<file path="src/rtl/gon_bus.sv">
// gon_bus: gather bus. Round-robin collects packets from SLV_NUM slave slots,
// tags each with the slot's configured ID and emits them on one registered
// valid/ready output stream.

// Per-slot ID tag register, loaded by TOP CTRL.
module gon_bus_slot #(
  parameter int ID_BITWIDTH = 4
) (
  input  logic                   i_clk,
  input  logic                   i_rst,
  input  logic                   i_load,
  input  logic [ID_BITWIDTH-1:0] i_id,
  output logic [ID_BITWIDTH-1:0] o_id
);
  // Tag loads on configuration strobe; cleared by reset.
  always_ff @(posedge i_clk or negedge i_rst) begin
    if (!i_rst)      o_id <= '0;
    else if (i_load) o_id <= i_id;
  end
endmodule

module gon_bus #(
  parameter int ID_BITWIDTH         = 4,
  parameter int PACKET_IN_BITWIDTH  = 8,
  parameter int PACKET_OUT_BITWIDTH = 12,
  parameter int SLV_NUM             = 6
) (
  input  logic                                  i_clk,
  input  logic                                  i_rst,
  input  logic [SLV_NUM*PACKET_IN_BITWIDTH-1:0] i_data,
  input  logic [SLV_NUM-1:0]                    i_valid,
  output logic [SLV_NUM-1:0]                    o_ready,
  output logic [PACKET_OUT_BITWIDTH-1:0]        o_data,
  output logic                                  o_valid,
  input  logic                                  i_ready,
  input  logic [SLV_NUM*ID_BITWIDTH-1:0]        i_id,
  input  logic                                  i_id_valid
);
  localparam int PW = $clog2(SLV_NUM);

  logic [SLV_NUM-1:0][PACKET_IN_BITWIDTH-1:0] data_arr;
  logic [SLV_NUM-1:0][ID_BITWIDTH-1:0]        id_in, id_q;
  logic [PW-1:0] rr_ptr, grant, ptr_nxt;
  logic          load;

  assign data_arr = i_data;
  assign id_in    = i_id;

  // One ID register per slot; all load together, no partial update.
  for (genvar k = 0; k < SLV_NUM; k++) begin : g_slot
    gon_bus_slot #(.ID_BITWIDTH(ID_BITWIDTH)) u_slot (
      .i_clk  (i_clk),
      .i_rst  (i_rst),
      .i_load (i_id_valid),
      .i_id   (id_in[k]),
      .o_id   (id_q[k])
    );
  end

  // Output register free (empty or draining) and someone is requesting.
  assign load = (~o_valid | i_ready) & (|i_valid);

  // Round-robin search: first valid slot at or after the pointer, wrapping.
  always_comb begin : p_grant
    int  idx;
    logic found;
    grant = '0;
    found = 1'b0;
    idx   = 0;
    for (int i = 0; i < SLV_NUM; i++) begin
      idx = (int'(rr_ptr) + i) % SLV_NUM;
      if (!found && i_valid[idx]) begin
        grant = PW'(idx);
        found = 1'b1;
      end
    end
  end

  assign ptr_nxt = (grant == PW'(SLV_NUM-1)) ? '0 : grant + 1'b1;

  // Accept strobe is one-hot on the grant; forced low while reset is held.
  assign o_ready = (i_rst && load) ? (SLV_NUM'(1) << grant) : '0;

  // Output stage: capture tagged packet on load, drop valid when drained,
  // hold everything under backpressure.
  always_ff @(posedge i_clk or negedge i_rst) begin
    if (!i_rst) begin
      o_valid <= 1'b0;
      o_data  <= '0;
      rr_ptr  <= '0;
    end else if (load) begin
      o_valid <= 1'b1;
      o_data  <= {id_q[grant], data_arr[grant]};
      rr_ptr  <= ptr_nxt;
    end else if (o_valid && i_ready) begin
      o_valid <= 1'b0;
    end
  end
endmodule

</file>
<file path="config.mk">
export PLATFORM = sky130hd
export DESIGN_NAME = gon_bus
export DESIGN_NICKNAME = d
export VERILOG_FILES = /design/src/rtl/gon_bus.sv
export SDC_FILE = /design/constraint.sdc
export NUM_CORES = 1
export LEC_CHECK = 0
export CORE_MARGIN = 5
export CORE_UTILIZATION = 44
export DETAILED_ROUTE_END_ITERATION = 10
export GPL_TIMING_DRIVEN = 0
export PLACE_DENSITY_LB_ADDON = 0.15
export SLEW_MARGIN = 20
export SYNTH_ARGS = -nofsm -noshare
export SYNTH_HDL_FRONTEND = slang
export SYNTH_SLANG_ARGS = --single-unit
export TNS_END_PERCENT = 30
</file>
<file path="constraint.sdc">
create_clock -name i_clk -period 5 [get_ports i_clk]
set_input_delay 0.5 -clock i_clk [delete_from_list [all_inputs] [get_ports i_clk]]
set_output_delay 0.5 -clock i_clk [all_outputs]
set_load 0.02 [all_outputs]
</file>
==> results.toml <==
[die]
coreArea_um2 = 7770
ios = 101
die_x_um = 99.6
initial_core_util = 0.455
rows = 32
dieArea_um2 = 9920
die_height_um = 99.6

[drt]
drt_iter0_markers = 244
drt_pass1_iterations = 5
drtAntennaViolNets = 0
wl_per_cell_um = 18.1
wl_um = 10600
drc = 0
viasPerCell = 5.81
vias = 3423

[cts]
clock_sinks = 40
cts_max_path_buffers = 2
numCtsBuffers = 5
htree_levels = 2
cts_tree = "built"
clk_pin_slew_worst_paths_ns = 0.08
clock_latency_ns = 0.30
cts-root-buf = "clkbuf_8"

[outcome]
status = "complete, no violations"

[global_route]
grt_pass1_vias = 3422
busiest_layer = "met2"
globalRouteMet1Util = 0.274
grtUsageTotal = 0.209
grt_max_degree = 25
antenna_found_initial = 0
grt-ovfl-total = 0
met3_usage = 0.0400
grt_use_met2 = 0.348
grt_pass1_wl_um = 16800

[timing]
skew_ns = 0.0151
clock.fmax_ghz = 0.203
slew_violations = 0
setup_viol = 0
finalHoldViolCount = 0
holdWs_ns = 0.171
period_minus_slack_ns = 4.92
worst_slew_pin_slew_ns = 0.637
fin_crit_sh = 0.983
grt_setup_unrepaired = "true"
slew_headroom = 0.571

[finish]
area_delta_synth_final_pct = 39.8
nets = 583
final_core_util = 0.636
diodes = 0
stdcell_area_um2 = 4940
layout-drive-gt1-share = 0.201

[critical_path]
crit_required_ns = 4.50
crit_type = "register to output pin"
cp_data_arrival_time_ns = 4.42
end_kind = "output pin"
crit_path_max_fanout = 11
startpoint_type = "register"

[job]
cap_violations = 0

[synth]
synth_top_area_cell = "dfrtp_1"
synth_top_cell_area_share = 0.283
synthFlopType = "dfrtp_1"
async_reset_ff_frac = 1.00
synth_area_leaders = "dfrtp_1, mux2_2, mux2i_1"
netlist_instances = 373
synth_edf_count = 0
netlist-cell-type-count = 62
synth-seq-area-share = 0.283
syn_area_per_cell_um2 = 9.47
syn_area_um2 = 3530
synth_fp_nets = 469
yosys_warnings = 0
synth_seq_cells = 40

[placed_design]
place.gp.congestion = 0.885
dpl.hpwl_um = 8320
postPlaceCellArea_um2 = 4680
port_buffers = 99

[worst_hold_path]
hold_path_class = "input port to asynchronous set/reset pin"
-- what timing repair did --
action                                  4_1_cts  5_1_grt
hold buffers                                  0        0
pin swaps                                     5        1
buffers inserted                              6        2
endpoints found under the setup margin       20        6
cloned                                        0        0
gates resized for setup                      38       17
-- critical path, cell delays in order (launching register included) --
cell and delay, ns:
dfrtp_2 0.44, buf_8 0.16, buf_8 0.14, inv_2 0.09
clkbuf_8 0.18, ha_2 0.21, xnor2_2 0.08, ha_1 0.28
inv_1 0.05, a31o_1 0.21, and3_4 0.18, or4_4 0.50
and2_4 0.18, a311o_1 0.36, a22o_1 0.24, buf_6 0.14
buf_4 0.18, ha_1 0.19, and3_1 0.16, buf_2 0.15
-- metal layers --
| layer | up-vias | wire length [um] |
|---|---|---|
| li1 | 1657 | - |
| met1 | 1630 | 4780 |
| met2 | 117 | 4970 |
| met3 | 19 | 643 |
| met4 | 0 | 247 |
| met5 | - | 0 |
-- final cells by class --
type                    count  area, um2
fillers                   645       2830
clock inverters             2       12.5
well taps                 102        128
clock buffers               5       68.8
flip-flops and latches     40       1000
plain buffers              25        185
repair buffers            108       1050
inverters                  12       45.0
multi-input cells         295       2450
-- cells in the mapped netlist (all sizes together) (3+ instances only) --
cell and count:
dfrtp 40, mux2 39, mux2i 31, a21oi 21, nand2 18, nand2b 17
o21ai 17, clkbuf 15, a22oi 14, ha 14, nor2 13, o22ai 13
a221o 12, inv 12, o31a 12, buf 11, nand3 9, and3 7
nor3 7, a31oi 4, nor2b 3, or4 3, xnor2 3
-- kinds of logic after synthesis --
family                   Yosys count  synth area share
flip-flops                        40             0.283
adder cells (fa/ha/maj)           14            0.0496
multiplexers                      70             0.213
buffers and inverters             38            0.0535
AO/OA/AOI/OAI                    116             0.241
AND/OR/NAND/NOR                   90             0.143
XOR/XNOR                           5            0.0166
-- sequential cells by signal (all words and copies together), names as in the netlist --
name,cells
rr_ptr,3
g_slot.u_slot.o_id,24
o_data,12
o_valid,1
-- through the flow --
step / instances / setup TNS, ns / setup WS [ns]
2_1_floorplan: 373 / 0 / 0.110
3_3_place_gp: 574 / -6.19 / -0.965
3_5_place_dp: 575 / -8.29 / -1.09
4_1_cts: 587 / 0 / 0.0456
5_1_grt: 589 / -0.287 / -0.0949
6_report: 589 / 0 / 0.0833
-- path summary, 6_finish.rpt --
kind / from / to / slack (ns) / cells after the start
hold reg to reg: g_slot[2].u_slot.o_id[0] / g_slot[2].u_slot.o_id[0] / 0.52 / 1
hold / removal: i_rst / g_slot[4].u_slot.o_id[1] / 0.17 / 1
setup / recovery: rr_ptr[0] / o_ready[3] / 0.08 / 19
min in group i_clk: g_slot[2].u_slot.o_id[0] / g_slot[2].u_slot.o_id[0] / 0.52 / 1
max in group asynchronous: i_rst / rr_ptr[0] / 4.31 / 2
setup reg to reg: rr_ptr[0] / o_data[10] / 0.55 / 18
-- layout by cell type (no fill, tap or decap), types with 7 or more instances in the layout --
cell type,instances
a21oi_1,20
a221o_1,12
a22oi_1,14
buf_4,11
clkbuf_1,13
clkdlybuf4s50_1,92
dfrtp_1,37
ha_1,11
inv_1,11
mux2_2,39
mux2i_1,30
nand2_1,17
nand2b_1,17
nand3_1,9
nor2_1,13
nor3_1,7
o21ai_0,17
o22ai_1,13
o31a_1,12
Power is left out: the tool's default activity adds up to more than one toggle a clock period on the data nets, which glitch-free logic cannot reach.
